===== config.mk =====
export PLATFORM = sky130hd
export DESIGN_NAME = reg_pair_streamer
export DESIGN_NICKNAME = d
export VERILOG_FILES = /design/src/rtl/reg_pair_streamer.sv
export SDC_FILE = /design/constraint.sdc
export NUM_CORES = 1
export LEC_CHECK = 0
export ABC_CLOCK_PERIOD_IN_PS = 2200
export CORE_MARGIN = 2
export CORE_UTILIZATION = 42
export DETAILED_ROUTE_END_ITERATION = 16
export GPL_TIMING_DRIVEN = 1
export HOLD_SLACK_MARGIN = 0.1
export PLACE_DENSITY_LB_ADDON = 0.15
export SYNTH_ARGS = -nofsm -noshare
export SYNTH_HDL_FRONTEND = slang
export SYNTH_SLANG_ARGS = --single-unit

===== constraint.sdc =====
create_clock -name CLK -period 2.2 [get_ports CLK]
set_input_delay 0.44 -clock CLK [delete_from_list [all_inputs] [get_ports CLK]]
set_output_delay 0.44 -clock CLK [all_outputs]
set_load 0.1 [all_outputs]

===== src/rtl/reg_pair_streamer.sv =====
// Register-pair read streamer: sweeps (ptr, ptr+1) pairs through two combinational
// register-file read ports and emits them as packed words on a valid/ready stream.
// Optional running checksum of transferred words: define REG_STREAM_CHECKSUM_EN.
module reg_pair_streamer #(
    parameter int W = 8,
    parameter int D = 3
) (
    input  logic           CLK,
    input  logic           Reset,
    input  logic           start,
    input  logic [D-1:0]   base_addr,
    input  logic [D-1:0]   pair_count,
    output logic [D-1:0]   raddrA,
    output logic [D-1:0]   raddrB,
    input  logic [W-1:0]   data_outA,
    input  logic [W-1:0]   data_outB,
    output logic           out_valid,
    input  logic           out_ready,
    output logic [2*W-1:0] out_data,
    output logic           out_last,
    output logic           busy,
    output logic           done
`ifdef REG_STREAM_CHECKSUM_EN
    ,
    output logic [2*W-1:0] checksum
`endif
);

    typedef enum logic [1:0] {
        IDLE  = 2'd0,
        RUN   = 2'd1,
        DRAIN = 2'd2
    } stateT;

    localparam logic [D-1:0] ZERO_D = {D{1'b0}};
    localparam logic [D-1:0] ONE_D  = {{(D-1){1'b0}}, 1'b1};
    localparam logic [D-1:0] TWO_D  = {{(D-2){1'b0}}, 2'b10};

    stateT          stateR;
    stateT          nextStateS;
    logic [D-1:0]   ptrR;
    logic [D-1:0]   remainingR;

    logic [D-1:0]   ptrS;
    logic [D-1:0]   remainingS;
    logic [2*W-1:0] outDataS;
    logic           outValidS;
    logic           outLastS;
    logic           busyS;
    logic           doneS;

    logic           acceptS;
    logic           transferS;
    logic           captureS;
    logic           lastCaptureS;

    assign acceptS      = (stateR == IDLE) && start;
    assign transferS    = out_valid && out_ready;
    // The output slot is free when empty or when its word leaves on this same edge.
    assign captureS     = (stateR == RUN) && (!out_valid || out_ready);
    assign lastCaptureS = captureS && (remainingR == ONE_D);

    assign raddrA = ptrR;
    assign raddrB = ptrR + ONE_D;

    // State register
    always_ff @(posedge CLK or posedge Reset) begin
        if (Reset) begin
            stateR <= IDLE;
        end else begin
            stateR <= nextStateS;
        end
    end

    // Next-state logic
    always_comb begin
        nextStateS = stateR;
        case (stateR)
            IDLE: begin
                if (acceptS && (pair_count != ZERO_D)) begin
                    nextStateS = RUN;
                end else begin
                    nextStateS = IDLE;
                end
            end
            RUN: begin
                if (lastCaptureS) begin
                    nextStateS = DRAIN;
                end else begin
                    nextStateS = RUN;
                end
            end
            DRAIN: begin
                if (transferS) begin
                    nextStateS = IDLE;
                end else begin
                    nextStateS = DRAIN;
                end
            end
            default: nextStateS = IDLE;
        endcase
    end

    // Output and datapath next values; everything holds unless the state acts on it
    always_comb begin
        ptrS       = ptrR;
        remainingS = remainingR;
        outDataS   = out_data;
        outValidS  = out_valid;
        outLastS   = out_last;
        busyS      = busy;
        doneS      = 1'b0;
        case (stateR)
            IDLE: begin
                if (acceptS && (pair_count != ZERO_D)) begin
                    ptrS       = base_addr;
                    remainingS = pair_count;
                    busyS      = 1'b1;
                end else if (acceptS) begin
                    doneS = 1'b1;
                end else begin
                    doneS = 1'b0;
                end
            end
            RUN: begin
                if (captureS) begin
                    outDataS   = {data_outA, data_outB};
                    outValidS  = 1'b1;
                    outLastS   = (remainingR == ONE_D);
                    ptrS       = ptrR + TWO_D;
                    remainingS = (remainingR != ZERO_D) ? (remainingR - ONE_D) : ZERO_D;
                end else begin
                    outValidS = out_valid;
                end
            end
            DRAIN: begin
                if (transferS) begin
                    outValidS = 1'b0;
                    outLastS  = 1'b0;
                    busyS     = 1'b0;
                    doneS     = 1'b1;
                end else begin
                    outValidS = out_valid;
                end
            end
            default: begin
                outValidS = 1'b0;
                outLastS  = 1'b0;
                busyS     = 1'b0;
            end
        endcase
    end

    // Datapath and registered stream outputs
    always_ff @(posedge CLK or posedge Reset) begin
        if (Reset) begin
            ptrR       <= ZERO_D;
            remainingR <= ZERO_D;
            out_data   <= {(2*W){1'b0}};
            out_valid  <= 1'b0;
            out_last   <= 1'b0;
            busy       <= 1'b0;
            done       <= 1'b0;
        end else begin
            ptrR       <= ptrS;
            remainingR <= remainingS;
            out_data   <= outDataS;
            out_valid  <= outValidS;
            out_last   <= outLastS;
            busy       <= busyS;
            done       <= doneS;
        end
    end

`ifdef REG_STREAM_CHECKSUM_EN
    // Running sum of transferred words, cleared by any accepted start
    always_ff @(posedge CLK or posedge Reset) begin
        if (Reset) begin
            checksum <= {(2*W){1'b0}};
        end else if (acceptS) begin
            checksum <= {(2*W){1'b0}};
        end else if (transferS) begin
            checksum <= checksum + out_data;
        end else begin
            checksum <= checksum;
        end
    end
`endif

endmodule


### Word level (Yosys, flattened, before mapping)

Index checks and enable logic that the tools add are counted.

* register bits: 28
* input bits: 26

* add/sub/neg operators: 3
* equality and inequality tests: 6
* mux-type cells: 22
* bitwise gates (word level): 2
* reductions and logical operators: 15

Operators with widths (count)
* 3-bit two-way mux: 5
* 3-bit case mux with 2 select lines: 2
* 1-bit case mux with 3 select lines: 3
* 3-bit AND reduction: 3
* 1-bit two-way mux: 8
* 2-bit case mux with 3 select lines: 1
* 3-bit nonzero test: 2
* 1-bit logical AND: 5
* 2-bit two-way mux: 2
* 2-bit != test (second input constant): 2
* 3-bit by 1-bit adder with 3-bit output (second input constant): 1
* 3-bit by 2-bit adder with 3-bit output (second input constant): 1
* 3-bit by 1-bit equality test with 1-bit output (second input constant): 1
* 3-bit by 1-bit subtractor with 3-bit output (second input constant): 1
* 2-bit by 1-bit equality test with 1-bit output (second input constant): 1
* 2-bit equality test (second input constant): 1
* 2-bit zero test: 1
* 2-bit by 1-bit != test with 1-bit output (second input constant): 1
* 1-bit NOT: 2
* 1-bit case mux with 2 select lines: 1
* 2-bit AND reduction: 1
* 2-bit nonzero test: 1
* 1-bit zero test: 1
* 1-bit logical OR: 1

### Logic depth before layout (Yosys ltp)

Gate-level depths: netlist of the first run.

* word-level depth: 6
* gate-level depth with buffers: 6
* mapped depth without buffers: 5

### Least setup slack after synthesis of the first run

No wires, ideal clock.

* path kind: reg-to-output
* start: register ptrR[1], in the netlist raddrA[1]
* end: output raddrB[2]
* arrival: 2669 ps
* required time: 1760 ps
* setup slack: -909 ps
* stages on the path, launching flop included: 3
* buffers on the path: 0
* path through: dfrtp_1 -> ha_1 -> xor2_1

* word-level cells in the longest chain between the ends: 1

Ends and longest elaborated chain
* start, declared: RTL line 41 `logic [D-1:0] ptrR;`
* start signal, assigned: RTL line 165 `ptrR <= ptrS;`
* 3-bit by 1-bit adder with 3-bit output: RTL line 64 `assign raddrB = ptrR + ONE_D;`
* end, declared: RTL line 14 `output logic [D-1:0] raddrB,`

Every way passes these cells.

### Final worst setup path of the first run

* start: register ptrR[0], in the netlist raddrA[0]
* end: output raddrB[2]

The elaborated chain is that of the path after synthesis.

==> impl_metrics.toml, run 1 <==
[synth]
synth_cell_type_count = 30
syn_nets = 138
yosysWarnings = 0
synth.avg_cell_area_um2 = 11.95
syn_area_um2 = 1302
synthCells = 109
ys_ff_latch = 28
synth-seq-area-share_pct = 53.79

[cts]
clk_pin_slew_ps = 150
clockRootBuffer = "clkbuf_4"
cts_resized = 0
post_cts_buffers = 0
ctsHtreeMaxLevel = 1
cts_max_path_buffers = 2
cts_hold_buf = 0
cts_buffers = 3
insertion_delay_ps = 330
cts.sinks = 28
cts_tree = "done"

[sta]
setup_tns_ps = 0
worst_pin_slew_ps = 495.7
finalMaxSlewViolations = 0
finalSetupViolCount = 0
rsz0062_at_grt = "false"
hold_viol = 0
fin_crit_ps = 1876
finClkSkew_ps = 6.594
fin_crit_sh_pct = 85.26
max_slew_margin_pct = 66.88
fmax_mhz = 533.1

[floorplanning]
start_util_pct = 43.37
num_rows = 20
fp.dieW_um = 59.69
dieArea_um2 = 3563
die_h_um = 59.69
io-pin-count = 52
core_region_area_um2 = 3003

[routing]
wire_per_inst_um = 13.83
first_pass_iters = 4
routed-via-count = 1062
initialDrtViolationCount = 39
drt_wl_total_mm = 2.753
viasPerCell = 5.337
route.antenna.remaining_nets = 0
drc_errors = 0

[global_route]
grt_max_degree = 29
grt_overflow = 0
grt_pass1_wl_mm = 4.491
grt_util_all_layers_pct = 16.76
grt_pass1_vias = 999
antenna_found_initial = 0

[worst_setup_path]
arrival_ps = 1440
worstPathRequired_ps = 1760
path_class = "reg -> out"
worst_setup_path_start_kind = "register"
cp_max_fo = 4
end_kind = "output pin"
r2r_setup_slack_ps = 430

[cells_and_area]
antenna-diode-count = 0
layout_common_cells = "29 x buf_4, 26 x dfrtp_1, 25 x clkdlybuf4s50_1"
finalNetCount = 196
multi_input_area_um2 = 566.8
postLayoutCellArea_um2 = 1898
drive_above_1_share_pct = 36.14
syn2layout_area_growth_pct = 45.73
regArea_um2 = 703.2
layout_commonest_cell = "buf_4"
nFillCells = 248

[placement]
dpl_cell_area_um2 = 1846
hpwlAfterDp_mm = 2.126
port_buffers = 51
gp_congestion = 0.7747

[status]
status = "finished, final reports clean"

[worst_hold_path]
hp-class = "in -> async"

[flow_run]
drv_cap = 0
-- cells by family (layout without fill, tap and decap cells) --
logic type	Yosys count	after routing	synth area share, %
multiplexers	19	19	16.62
AO/OA/AOI/OAI	23	23	11.82
buffers and inverters	10	67	4.131
AND/OR/NAND/NOR	25	25	10.09
adder cells (fa/ha/maj)	3	3	2.882
XOR/XNOR	1	1	0.6726
flip-flops	28	28	53.79
-- synth_stat cells --
cell type / n / share of area [%]
dfrtp_1: 28 / 54
mux2_2: 17 / 15
a21oi_1: 9 / 3.5
inv_1: 7 / 2.0
nor2_1: 7 / 2.0
nand2_1: 6 / 1.7
o21ai_0: 5 / 1.9
ha_1: 3 / 2.9
nand3_1: 3 / 1.2
a22oi_1: 2 / 1.2
buf_6: 2 / 1.7
nor3_1: 2 / 0.77
a21o_1: 1 / 0.58
a31o_1: 1 / 0.67
a31oi_1: 1 / 0.48
a32oi_1: 1 / 0.67
and2b_1: 1 / 0.58
buf_2: 1 / 0.38
mux2_4: 1 / 1.2
mux2i_1: 1 / 0.77
nor2_4: 1 / 0.86
nor2b_1: 1 / 0.48
nor3b_1: 1 / 0.58
o21a_1: 1 / 0.58
o22a_2: 1 / 0.77
o22ai_4: 1 / 1.5
or2_1: 1 / 0.48
or2b_1: 1 / 0.58
or3b_4: 1 / 0.86
xor2_1: 1 / 0.67
-- per-stage QoR --
step / cells / setup WS, ps / hold WS, ps / util, %
2_1_floorplan: 109 / 134.3 / 505.3 / -
3_3_place_gp: 195 / 182.1 / 487.8 / 61.46
3_5_place_dp: 195 / 160.5 / 485.6 / 61.46
4_1_cts: 199 / 298.9 / 453.2 / 63.21
5_1_grt: 199 / 245.5 / 474.6 / 63.21
6_report: 199 / 324.2 / 450.8 / 63.21
-- state kept, by name, indices dropped and copies added (netlist names) --
signal	flops
stateR	2
out_valid	1
done	1
busy	1
raddrA	3
out_last	1
out_data	16
remainingR	3
-- layout make-up --
| cell class | count | area share, % |
|---|---|---|
| clock buffer | 3 | 1.187 |
| clock inverter | 1 | 1.582 |
| inverter | 7 | 1.384 |
| multi-input combinational | 71 | 29.86 |
| sequential | 28 | 37.05 |
| tap | 33 | 2.175 |
| timing repair buffer | 56 | 26.76 |
-- critical path, cell delays in order, from the launching register on --
cell and delay (ps):
dfrtp_2 450, ha_1 270, xor2_4 200, buf_12 190
-- final timing paths --
kind | startpoint | depth (start not counted) | endpoint
hold reg to reg | out_last | 1 | out_last
hold / removal | Reset | 3 | out_data[7]
max in group asynchronous | Reset | 3 | raddrA[1]
setup / recovery | raddrA[0] | 3 | raddrB[2]
min in group CLK | out_last | 1 | out_last
setup reg to reg | stateR[0] | 3 | remainingR[1]
-- routing by layer --
| metal | share of wire, % | track usage [%] |
|---|---|---|
| met1 | 39 | 20.75 |
| met2 | 53 | 28.42 |
| met3 | 6.8 | 3.463 |
| met4 | 0.62 | 6.667 |
| met5 | 0 | 0 |
Power of run 1 is not shown: default switching activity piles up to over one toggle a cycle in this logic, so the estimate is an artifact.
==> inputs of run 2 (changes only) <==
CORE_MARGIN = default   (was 2)
==> impl_metrics.toml, run 2 (synthesized netlist as in run 1, its figures left out) <==
[floorplanning]
io-pin-count = 52
core_region_area_um2 = 2853
num_rows = 19
dieArea_um2 = 3328
start_util_pct = 45.66
fp.dieW_um = 57.69
die_h_um = 57.69

[placement]
port_buffers = 51
hpwlAfterDp_mm = 2.112
gp_congestion = 0.7053
place_ws_ps = 196.0
place_inst = 194

[cts]
cts_resized = 0
cts_tree = "done"
ctsHtreeMaxLevel = 1
clockRootBuffer = "clkbuf_4"
clk_pin_slew_ps = 140
cts.sinks = 28
cts_max_path_buffers = 2
cts_buffers = 3
insertion_delay_ps = 320
cts_hold_buf = 0
post_cts_buffers = 0

[cells_and_area]
drive_above_1_share_pct = 35.93
largest_reg_flops = 16
fin_cells = 198
layout_common_cells = "29 x buf_4, 26 x dfrtp_1, 25 x clkdlybuf4s50_1"
layout_commonest_cell = "buf_4"
antenna-diode-count = 0
syn2layout_area_growth_pct = 45.05
largest-register = "out_data"
nFillCells = 242
finalNetCount = 197

[status]
violations = "design-rule violations"
status = "finished with violations"

[routing]
viasPerCell = 5.313
initialDrtViolationCount = 23
drt_wl_total_mm = 2.795
wire_per_inst_um = 14.12
drc_errors = 3
route.antenna.remaining_nets = 0
first_pass_iters = 10
routed-via-count = 1052

[global_route]
grt_pass1_vias = 1090
grt_pass1_wl_mm = 4.609
grt_overflow = 0
grt_util_all_layers_pct = 17.99
grt_max_degree = 18
antenna_found_initial = 0

[sta]
whs_ps = 429.4
worst_pin_slew_ps = 502.3
fmax_mhz = 532.7
hold_viol = 0
finClkSkew_ps = 11.26
setup_tns_ps = 0
fin_crit_ps = 1877
rsz0062_at_grt = "false"
max_slew_margin_pct = 66.44
setup_ws_ps = 322.7
finalSetupViolCount = 0
finalMaxSlewViolations = 0
fin_crit_sh_pct = 85.33

[worst_setup_path]
arrival_ps = 1440
worstPathRequired_ps = 1760
worst_setup_path_start_kind = "register"
cp_max_fo = 4
path_class = "reg -> out"
end_kind = "output pin"

[flow_run]
drv_cap = 0

[worst_hold_path]
hp-class = "in -> async"
run 2: path summary, 6_finish.rpt:
kind,startpoint,to,slack [ps],cells past startpoint
max,raddrA[0],raddrB[2],320,3
min,Reset,out_data[9],430,3
max reg2reg,stateR[0],out_data[6],410,4
min reg2reg,out_data[3],out_data[3],520,1
max in group asynchronous,Reset,raddrA[1],1580,3
min in group CLK,out_data[3],out_data[3],520,1
run 2: area by class of cell:
cell class | count | area (µm²) | share of cell area (%)
multi-input cells | 71 | 566.8 | 30.00
well taps | 31 | 38.79 | 2.053
repair buffers | 57 | 528.0 | 27.95
inverters | 7 | 26.28 | 1.391
clock buffers | 4 | 26.28 | 1.391
flip-flops and latches | 28 | 703.2 | 37.22
run 2: critical path: stages, from the launching register on:
cell and delay [ps]:
dfrtp_2 450, ha_1 270, xor2_4 200, buf_12 190
run 2: routing by layer:
metal  up-vias  share of wire (%)  track usage [%]
li1        494                  -                -
met1       518                 42            20.79
met2        38                 52            33.39
met3         2                5.4            4.911
met4         0               0.43            3.741
met5         -                  0                0
run 2: stage by stage:
stage               instance area (µm²)  util, %
global route                       1889    66.23
floorplan                          1324        -
CTS                                1889    66.23
global placement                   1863    65.31
detailed placement                 1863    65.31
finish                             1889    66.23
Power of run 2 is left out for the same reason.
==> inputs of run 3 (changes only) <==
ABC_CLOCK_PERIOD_IN_PS = 2400   (was 2200)
CORE_MARGIN = 8   (was default)
CORE_UTILIZATION = 45   (was 42)
clock period = 2.4 ns   (was 2.2 ns; I/O delays follow)
==> impl_metrics.toml, run 3 (synthesized netlist as in run 1, its figures left out) <==
[sta]
finalMaxSlewViolations = 0
fin_crit_sh_pct = 79.98
setup_tns_ps = 0
finClkSkew_ps = 1.650
worst_pin_slew_ps = 622.7
max_slew_margin_pct = 58.40
rsz0062_at_grt = "false"
whs_ps = 482.4
hold_viol = 0
finalSetupViolCount = 0
fin_crit_ps = 1919
fmax_mhz = 521.0

[cts]
cts_tree = "done"
post_cts_buffers = 0
cts.sinks = 28
cts_resized = 0
clockRootBuffer = "clkbuf_4"
insertion_delay_ps = 330
cts_buffers = 3
cts_max_path_buffers = 2
cts_hold_buf = 0
clk_pin_slew_ps = 140
ctsHtreeMaxLevel = 1

[cells_and_area]
finalNetCount = 193
fin_util_pct = 67.92
multi_input_area_um2 = 566.8
nFillCells = 204
drive_above_1_share_pct = 34.97
postLayoutCellArea_um2 = 1873
syn2layout_area_growth_pct = 43.80
largest_reg_flops = 16
regArea_um2 = 703.2
layout_common_cells = "26 x dfrtp_1, 26 x buf_4, 25 x clkdlybuf4s50_1"
largest-register = "out_data"
antenna-diode-count = 0

[routing]
wire_per_inst_um = 14.90
viasPerCell = 5.268
wl_met3_um = 222
drt_wl_total_mm = 2.890
topRoutingLayerUsed = "met4"
drt-met1-wl_mm = 1.210
drc_errors = 0
dr_wl_met2_mm = 1.406
routed-via-count = 1022
route.antenna.remaining_nets = 0
initialDrtViolationCount = 31
first_pass_iters = 4

[global_route]
grt_overflow = 0
grt_max_degree = 18
grt_pass1_vias = 1101
grt_util_all_layers_pct = 12.06
antenna_found_initial = 0
grt_pass1_wl_mm = 4.919

[worst_setup_path]
timing.rr.end = "out_data[10]"
cp_max_fo = 4
end_kind = "output pin"
worstPathRequired_ps = 1920
r2r_setup_slack_ps = 520
path_class = "reg -> out"
r2r_start = "stateR[0]"
reg2reg_depth = 3
worst_setup_path_start_kind = "register"
arrival_ps = 1440

[placement]
gp_congestion = 0.8685
port_buffers = 51
hpwlAfterDp_mm = 2.284
dpl_cell_area_um2 = 1821

[status]
status = "finished, final reports clean"

[floorplanning]
die_h_um = 69.80
dieArea_um2 = 4872
io-pin-count = 52
start_util_pct = 47.23
core_region_area_um2 = 2758
num_rows = 19
fp.dieW_um = 69.80

[flow_run]
drv_cap = 0

[worst_hold_path]
hp-class = "in -> async"
-- run 3: per-layer routing --
metal / global-route usage, % / up-vias
met2: 19.19 / 37
met1: 13.87 / 490
met5: 0 / -
met3: 4.864 / 5
li1: - / 490
met4: 5.357 / 0
-- run 3: final cells by class --
| type | instances | area share (%) |
|---|---|---|
| clock inverter | 1 | 1.603 |
| inverter | 7 | 1.403 |
| tap | 31 | 2.071 |
| multi-input combinational | 71 | 30.26 |
| timing repair buffer | 53 | 25.92 |
| clock buffer | 3 | 1.202 |
| sequential | 28 | 37.54 |
-- run 3: critical path: stages, from the launching register on --
cell and delay [ps]:
dfrtp_2 450, ha_1 270, xor2_4 200, buf_12 190
-- run 3: metrics by stage --
step	setup slack [ps]	std cells
floorplan	294.3	109
global placement	194.0	190
detailed placement	132.0	190
CTS	443.6	194
global route	390.2	194
finish	480.5	194
-- run 3: how the worst max path moves through the flow --
stage               startpoint            to  slack [ps]  cells after the start
finish               raddrA[0]     raddrB[2]         480                      3
global route         raddrA[0]     raddrB[2]         390                      3
CTS                  raddrA[0]     raddrB[2]         440                      3
detailed placement   out_ready  out_data[10]         130                      4
global placement     out_ready  out_data[12]         190                      4
floorplan            raddrA[1]     raddrB[2]         290                      2
Power of run 3 is left out for the same reason.
